### config.mk
export PLATFORM = sky130hd
export DESIGN_NAME = serial_addsub
export DESIGN_NICKNAME = d
export VERILOG_FILES = /design/src/rtl/serial_addsub.sv
export SDC_FILE = /design/constraint.sdc
export NUM_CORES = 1
export LEC_CHECK = 0
export CAP_MARGIN = 15
export CELL_PAD_IN_SITES_DETAIL_PLACEMENT = 1
export CELL_PAD_IN_SITES_GLOBAL_PLACEMENT = 1
export CORE_UTILIZATION = 40
export DETAILED_ROUTE_END_ITERATION = 16
export PLACE_DENSITY_LB_ADDON = 0.05
export SLEW_MARGIN = 20
export SYNTH_ARGS = -nofsm -noshare
export SYNTH_HDL_FRONTEND = slang
export SYNTH_SLANG_ARGS = --single-unit
### constraint.sdc
create_clock -name clk -period 3.2 [get_ports clk]
set_input_delay 0.32 -clock clk [delete_from_list [all_inputs] [get_ports clk]]
set_output_delay 0.32 -clock clk [all_outputs]
set_load 0.005 [all_outputs]
### src/rtl/serial_addsub.sv
// Digit-serial adder/subtractor: WIDTH-bit operands processed LSB-first, DIGIT bits per clock,
// through a single DIGIT-bit carry chain with a start/done handshake.
module serial_addsub #(
  parameter int unsigned WIDTH = 8,
  parameter int unsigned DIGIT = 1
) (
  input  logic             clk,
  input  logic             rst_n,
  input  logic             start,
  input  logic [WIDTH-1:0] A,
  input  logic [WIDTH-1:0] B,
  input  logic             Sub,
  input  logic             Cin,
  output logic             busy,
  output logic             done,
  output logic [WIDTH-1:0] Sum,
  output logic             Cout,
  output logic             Overflow
);

  localparam int unsigned NDIG = WIDTH / DIGIT;
  localparam int unsigned CW   = $clog2(NDIG + 1);

  if ((DIGIT < 1) || (WIDTH < 2) || ((WIDTH % DIGIT) != 0)) begin : g_bad_param
    $error("serial_addsub: WIDTH must be >= 2 and a multiple of DIGIT");
  end

  typedef enum logic [1:0] {StIdle, StRun, StDone} state_e;

  state_e           r_state;
  state_e           w_state_next;
  logic [WIDTH-1:0] r_opa;
  logic [WIDTH-1:0] r_opb;
  logic [WIDTH-1:0] r_res;
  logic             r_carry;
  logic [CW-1:0]    r_cnt;
  logic [WIDTH-1:0] r_sum;
  logic             r_cout;
  logic             r_ovf;

  logic                   w_accept;
  logic                   w_last;
  logic [DIGIT:0]         w_dsum;
  logic [WIDTH+DIGIT-1:0] w_res_cat;
  logic [WIDTH-1:0]       w_res_next;
  logic                   w_msb_cin;

  assign w_accept = start && (r_state != StRun);
  assign w_last   = (r_state == StRun) && (r_cnt == CW'(NDIG - 1));

  assign w_dsum     = {1'b0, r_opa[DIGIT-1:0]} + {1'b0, r_opb[DIGIT-1:0]} +
                      {{DIGIT{1'b0}}, r_carry};
  // Concatenate then slice so DIGIT == WIDTH needs no special case.
  assign w_res_cat  = {w_dsum[DIGIT-1:0], r_res};
  assign w_res_next = w_res_cat[WIDTH+DIGIT-1:DIGIT];
  // Carry into the top bit, recovered from that bit's sum and operand bits.
  assign w_msb_cin  = w_dsum[DIGIT-1] ^ r_opa[DIGIT-1] ^ r_opb[DIGIT-1];

  always_comb begin
    w_state_next = r_state;
    unique case (r_state)
      StIdle:  if (start) w_state_next = StRun;
      StRun:   if (w_last) w_state_next = StDone;
      StDone:  w_state_next = start ? StRun : StIdle;
      default: w_state_next = StIdle;
    endcase
  end

  always_ff @(posedge clk or negedge rst_n) begin
    if (!rst_n) begin
      r_state <= StIdle;
    end else begin
      r_state <= w_state_next;
    end
  end

  always_ff @(posedge clk or negedge rst_n) begin
    if (!rst_n) begin
      r_opa   <= '0;
      r_opb   <= '0;
      r_res   <= '0;
      r_carry <= 1'b0;
      r_cnt   <= '0;
      r_sum   <= '0;
      r_cout  <= 1'b0;
      r_ovf   <= 1'b0;
    end else if (w_accept) begin
      r_opa   <= A;
      r_opb   <= B ^ {WIDTH{Sub}};
      r_carry <= Cin ^ Sub;
      r_cnt   <= '0;
    end else if (r_state == StRun) begin
      r_opa   <= r_opa >> DIGIT;
      r_opb   <= r_opb >> DIGIT;
      r_res   <= w_res_next;
      r_carry <= w_dsum[DIGIT];
      r_cnt   <= r_cnt + CW'(1);
      if (w_last) begin
        r_sum  <= w_res_next;
        r_cout <= w_dsum[DIGIT];
        r_ovf  <= w_msb_cin ^ w_dsum[DIGIT];
      end
    end
  end

  assign busy     = (r_state == StRun);
  assign done     = (r_state == StDone);
  assign Sum      = r_sum;
  assign Cout     = r_cout;
  assign Overflow = r_ovf;

endmodule

After elaboration in Yosys (flattened, before gate mapping) --
Cells that the tools add are included.
Word-level totals: bits of input ports 21, output and inout port bits 12, bits in registers 41, word-level logic and storage cells 43
Cells by class: multiplexer cells 12, bitwise logic cells 6, $add $sub $neg 3, eq/ne operators 6, reductions and logical operators 7
Operator list (count):
- two-way mux 8 bit | 4
- two-way mux 4 bit | 2
- bitwise XOR 8 bit | 1
- one-hot mux 2 bit (3 select lines) | 1
- adder 4 x 1 -> 4 bit (second input constant) | 1
- == test 4 x 3 -> 1 bit (second input constant) | 1
- two-way mux 2 bit | 2
- inequality test 2 x 1 -> 1 bit (second input constant) | 2
- AND reduction 2 bit | 2
- bitwise XOR 1 bit | 4
- two-way mux 1 bit | 3
- AND reduction 3 bit | 1
- adder 1 x 1 -> 2 bit | 1
- adder 2 x 1 -> 2 bit | 1
- == test 2 x 1 -> 1 bit (second input constant) | 1
- == test 2 bit (second input constant) | 1
- logical AND 1 bit | 2
- logical NOT 2 bit | 1
- inequality test 2 bit (second input constant) | 1
- nonzero test 2 bit | 1
- NOT 1 bit | 1

Longest topological paths before layout --
depth after elaboration 5, depth in mapped cells 5, gate-level depth less buffers 4

Worst setup path before layout --
Ideal clock, no wire load.
kind register -> register, start point register r_opa[0], end point register r_ovf, in the netlist Overflow, buffers on the path 0, required time 3.075 ns, stages on the path, launching flop included 5, path slack 1.642 ns, setup time 0.125 ns, clock period less this slack 1.558 ns, arrival time 1.433 ns, path through dfrtp_1 > fa_1 > xnor2_1 > xnor2_1 > mux2_2
Between the ends: cells in the longest elaborated chain, start to end 5
RTL lines:
- start: declaration | RTL line 32 | logic [WIDTH-1:0] r_opa;
- start signal: assignment | RTL line 93 | r_opa <= r_opa >> DIGIT;
- adder 1 x 1 -> 2 bit | RTL line 51 | assign w_dsum = {1'b0, r_opa[DIGIT-1:0]} + {1'b0, r_opb[DIGIT-1:0]} +
- adder 2 x 1 -> 2 bit | RTL line 51
- via w_dsum[0] | RTL line 43 | logic [DIGIT:0] w_dsum;
- bitwise XOR 1 bit (2 in series) | RTL line 57 | assign w_msb_cin = w_dsum[DIGIT-1] ^ r_opa[DIGIT-1] ^ r_opb[DIGIT-1];
- bitwise XOR 1 bit | RTL line 101 | r_ovf <= w_msb_cin ^ w_dsum[DIGIT];
- end signal: assignment | RTL line 101
- end: declaration | RTL line 39 | logic r_ovf;
The timed path passes the listed nets, and every way through them passes these cells. A chain may end at the register's enable or synchronous reset.

Worst setup path after layout --
start point input start, end point register r_cnt[0]
Between the ends: cells in the longest elaborated chain, start to end 2, elaborated cells on any way between the ends 3, classes of those cells 1 x mux; 2 x reduce/logical
RTL lines:
- start: declaration | RTL line 9 | input logic start,
- logical AND 1 bit (*) | RTL line 48 | assign w_accept = start && (r_state != StRun);
- two-way mux 4 bit or nonzero test 2 bit (tied branches)
- end signal: assignment | RTL line 97 | r_cnt <= r_cnt + CW'(1);
- end: declaration | RTL line 36 | logic [CW-1:0] r_cnt;
Every way passes the cells marked *; elsewhere a longest branch is shown, timed or not.

==> results.py <==
metrics = {
    "run_status": {
        "status": "completed",
    },
    "timing": {
        "tns_ns": 0,
        "tightest_slew_ns": 1.06,
        "holdWs_ns": 0.146,
        "fmax_mhz": 554,
        "period_share": 0.565,
        "worst_slack_ns": 1.39,
        "drv_slew": 0,
        "setup-violations-final": 0,
        "fin_crit_ns": 1.81,
        "relSlewSlack": 0.290,
        "grt_setup_unrepaired": "no",
        "finalHoldViolCount": 0,
        "fin_skew_ns": 0.00480,
    },
    "clocking": {
        "post_cts_buffers": 0,
        "cts.clk_slew.worst_paths_ns": 0.07,
        "cts_resized": 0,
        "cts_root_buf": "clkbuf_8",
        "cts_buffers": 5,
        "htreeDepth": 2,
        "cts_tree": "done",
        "cts_buffer_depth": 2,
        "clk-insertion-delay-late_ns": 0.29,
        "ctsHoldBuffers": 0,
        "clock_sinks": 40,
    },
    "yosys": {
        "ys_types": 20,
        "synth-seq-cells": 40,
        "syn_nets": 186,
        "synth_cells": 163,
        "synth_area_mm2": 0.00182,
        "synth.area.top_cells": "dfrtp_1 55%, mux2i_1 9.4%, nand2_1 8.3%",
        "yosysSeqAreaShare": 0.551,
        "synth_top_cells_by_count": "40 x dfrtp_1, 40 x nand2_1, 20 x o21ai_0",
        "synth_ff_type": "dfrtp_1",
        "yosysTopAreaCell": "dfrtp_1",
        "synth_edf_count": 0,
        "synthArstFlopShare": 1.00,
        "syn_area_per_cell_um2": 11.1,
        "yosys.area.top_type_share": 0.551,
        "synth_warnings": 0,
    },
    "floorplanning": {
        "fp.dieW_um": 69.4,
        "die_h_um": 69.4,
        "start_util": 0.417,
        "die-area_mm2": 0.00481,
        "ios": 33,
        "row_count": 24,
        "core_area_mm2": 0.00435,
    },
    "power": {
        "clkPwrFrac": 0.176,
        "power.density_mw_per_mm2": 864,
        "p_int_mw": 1.29,
        "switching_power_uw": 653,
        "pwr-share-seq": 0.448,
        "netSwitchingFraction": 0.337,
        "p_leak_nw": 1.03,
        "p_comb_frac": 0.376,
        "peakVddDrop_uv": 315,
    },
    "setup_path": {
        "max_stage_delay_ns": 1.17,
        "r2r-start": "r_cnt[0]",
        "worstRegToRegCells": 4,
        "required_ns": 3.37,
        "crit_arrival_ns": 1.98,
        "endpoint_kind": "flip-flop",
        "r2r_end": "Sum[1]",
        "critPathLaunchType": "primary input",
        "reg2reg_slack_ns": 1.47,
        "path_cells": "clkdlybuf4s50_1 -> inv_1 -> nand3_1 -> o21ai_0",
        "slowest_stage": "clkdlybuf4s50_1",
        "crit_type": "in -> reg",
        "worst-path-max-fanout": 20,
    },
    "global_route": {
        "grt_pass1_vias": 1370,
        "grt_max_degree": 44,
        "grt_overflow": 0,
        "globalRouteTotalUtil": 0.169,
        "antenna_found_initial": 0,
        "grt_pass1_wl_mm": 6.33,
    },
    "routing": {
        "ant_nets": 0,
        "drtPass1Iterations": 4,
        "wire_per_inst_um": 14.0,
        "drt-initial-drc-count": 40,
        "drc_errors": 0,
        "via_per_inst": 4.98,
        "wl_mm": 3.47,
        "dr_total_vias": 1230,
    },
    "final_layout": {
        "syn_to_final_growth_pct": 23.6,
        "register_area_mm2": 0.00100,
        "final_cells": 247,
        "drive_above_1_share": 0.113,
        "antenna_cells": 0,
        "layout.nets": 217,
        "fillers": 469,
        "multi_input_area_um2": 758,
    },
    "placement": {
        "place_congestion": 0.700,
        "place_ws_ns": 1.01,
        "io_buffer_count": 32,
        "place_inst": 239,
        "dpl.hpwl_mm": 2.39,
    },
    "run": {
        "drv_cap": 0,
    },
    "worst_hold_path": {
        "min_path_type": "in -> async",
    },
}
-- cell families after synthesis --
family | Yosys count | synth area share
AND/OR/NAND/NOR | 48 | 0.116
flip-flops | 40 | 0.551
multiplexers | 28 | 0.162
AO/OA/AOI/OAI | 21 | 0.0593
XOR/XNOR | 13 | 0.0627
buffers and inverters | 11 | 0.0310
adder cells (fa/ha/maj) | 2 | 0.0179
-- worst max-delay path: cells and delay by family --
family	cells	cell delay, ns
AOI/OAI and AO/OA	1	0.09
and+or+nand+nor	1	0.16
buffers and inverters	2	1.41
-- power groups by stage --
stage,sequential [mW],clock [mW],combinational (mW)
floorplan,0.851,0,0.481
global placement,0.865,0,0.714
detailed placement,0.880,0,0.746
CTS,0.872,0.354,0.750
global route,0.904,0.380,0.836
finish,0.868,0.342,0.729
-- stage by stage --
stage / area, um2 / util / total power, mW
3_5_place_dp: 2150 / 0.495 / 1.63
4_1_cts: 2240 / 0.516 / 1.98
2_1_floorplan: 1820 / - / 1.33
6_report: 2240 / 0.516 / 1.94
5_1_grt: 2240 / 0.516 / 2.12
3_3_place_gp: 2150 / 0.495 / 1.58
-- worst max-delay path by stage --
stage	cells past startpoint	from	end	slack [ns]
after floorplan	4	r_opa[0]	Overflow	1.64
after global placement	4	start	r_cnt[0]	1.14
after detailed placement	4	start	r_cnt[0]	1.01
after CTS	4	start	r_cnt[0]	1.35
after global routing	3	start	r_state[0]	1.23
final	4	start	r_cnt[0]	1.39
-- cells in the final DEF (no fill, tap or decap), drive strengths merged, types with 2 or more instances in the layout --
cell type       n
nand3           3
mux2           11
nand2          40
dfrtp          40
xor2           10
nor2            2
o21ai          20
clkdlybuf4s50  31
clkbuf          8
buf             2
inv             2
xnor2           3
mux2i          17
-- final cells by class --
| cell class | count | share of cell area |
|---|---|---|
| Sequential cell | 40 | 0.446 |
| Timing Repair Buffer | 33 | 0.144 |
| Inverter | 2 | 0.00334 |
| Clock buffer | 8 | 0.0401 |
| Multi-Input combinational cell | 112 | 0.338 |
| Tap cell | 52 | 0.0290 |
-- flip-flops by register name (all words and copies together), names as in the netlist --
register / flops
r_opa: 8
r_state: 2
r_cnt: 4
Sum: 8
r_res: 7
r_carry: 1
Overflow: 1
r_opb: 8
Cout: 1
-- metal layers --
| metal | global-route usage | vias up | wire length [um] |
|---|---|---|---|
| met3 | 0.0509 | 4 | 154 |
| li1 | - | 599 | - |
| met1 | 0.192 | 597 | 1480 |
| met4 | 0.0680 | 0 | 63 |
| met2 | 0.297 | 30 | 1770 |
| met5 | 0 | - | 0 |
Power figures use the tool's default switching activity.
==> edit (same flow settings) <==
Make the reset (`rst_n`) synchronous in 2 clocked blocks.
--- a/src/rtl/serial_addsub.sv
+++ b/src/rtl/serial_addsub.sv
@@ -66,7 +66,7 @@
     endcase
   end
 
-  always_ff @(posedge clk or negedge rst_n) begin
+  always_ff @(posedge clk) begin
     if (!rst_n) begin
       r_state <= StIdle;
     end else begin
@@ -74,7 +74,7 @@
     end
   end
 
-  always_ff @(posedge clk or negedge rst_n) begin
+  always_ff @(posedge clk) begin
     if (!rst_n) begin
       r_opa   <= '0;
       r_opb   <= '0;
Behaviour: differs if rst_n is asserted again (counterexample within 4 cycles, from zero or initial values and one cycle with rst_n low); with rst_n held inactive, the same outputs for 10 cycles.
==> edit against the unedited design <==
Routed wire length grew 11%. Area after synthesis shrank 1.4%. Core utilization grew 1.8 points. Via count grew 12%. Setup slack lost 0.37 ns. Sequential cell count is the same. Final area shrank 1.4%.
Power is not compared: it rests on default switching activity, and its combinational part moved more than twofold at a synthesized area within 25%.
==> edit: results (changes against the unedited design) <==
| Metric | Value |
|---|---|
| Outcome | finished, final reports clean |
| Avg Inst Size Synth | 9.32 um^2 (-16%) |
| Critical path's largest stage delay | 0.58 ns (-0.59 ns) |
| Pre-CTS setup slack | 0.963 ns (-0.0509 ns) |
| Layout clock area frac | 5.83% (+1.8 points) |
| Post-placement cell count | 261 (+9.2%) |
| Post-DP HPWL | 2610 um (+8.9%) |
| Synth Area in Adders | 1.82% (+0.026 points) |
| Area occupied by multi-input gates | 893 um^2 (+18%) |
| Setup clock skew after layout | 0.00839 ns (+0.00359 ns) |
| Via/cell ratio | 5.15 (+3.3%) |
| Max rail drop VDD | 0.000282 V |
| Initial DRC Count | 91 (+130%) |
| Layout non-clock buf frac | 14.6% (+0.21 points) |
| Yosys cell types | 25 (+25%) |
| Sequential fraction of total cell area | 36.2% (-8.4 points) |
| Detailed route wirelength on metal3 | 187 um (+21%) |
| Vias in the first global route | 1410 (+2.9%) |
| Worst-Margin Slew | 0.749 ns (-0.313 ns) |
| Layout Cells excl Fill | 268 (+8.5%) |
| Largest net degree at the start of global routing | 30 (-32%) |
| Detailed Route WL | 3860 um (+11%) |
| FMAX | 459 MHz (-17%) |
| #MultiIn Comb | 137 (+22%) |
| Clkbuf count | 5 (-3) |
| Fillers | 480 (+2.3%) |
| Post-synthesis mux area share | 9.51% (-6.7 points) |
| Share of cells above drive strength 1 | 5.96% (-5.3 points) |
| Top cells by area, synth | dfxtp_1, mux2i_1, nand2_1, xnor2_1, o21ai_0 |
| Design area | 2210 um^2 (-1.4%) |
| Met2 wire length | 1890 um (+7.1%) |
| Top_reg_cell synth | dfxtp_1 |
| Synth Area in XOR/XNOR | 5.87% (-0.40 points) |
| Worst path arrival time | 1.86 ns (-0.12 ns) |
| Post-synth ARST share | 0% (-100 points) |
| Met1 GRT Util | 21.5% (+2.3 points) |
| Nets@finish | 241 (+11%) |
| Setup slack, reg-to-reg | 1.42 ns (-0.05 ns) |
| First-pass GRT wire length | 6430 um (+1.5%) |
| Met3 GRT Util | 4.44% (-0.65 points) |
| Synth Area in Compound Gates | 15.0% (+9.1 points) |
| Syn Nets | 215 (+16%) |
| Met2 Use GR | 32.9% (+3.2 points) |
| HP Class | reg2reg |
| Inverters, non-clock | 1 (-1) |
[edit: changes by cell type in the layout (fill, tap and decap cells not counted), sizes merged, moves of 5 or more]
cell and change:
a21boi +10, dfrtp -40, dfxtp +40, mux2 -11
nand2 -9, nand3 +5, nor2 +5, nor2b +13
o211a +7, xnor2 +9, xor2 -10
[edit: path summary, 6_finish.rpt]
| kind | from | depth (start not counted) | end |
|---|---|---|---|
| setup reg to reg | r_cnt[0] | 5 | Sum[3] |
| setup / recovery | r_state[0] | 3 | busy |
| hold reg to reg | r_opb[6] | 2 | r_opb[5] |
| hold / removal | r_opb[6] | 2 | r_opb[5] |
[edit: worst register-to-register path, cell delays in order (launching register included)]
cell	delay (ns)
dfxtp_1	0.40
ha_1	0.22
nand3b_1	0.13
nor2_2	0.60
mux2i_1	0.26
nor2b_1	0.06
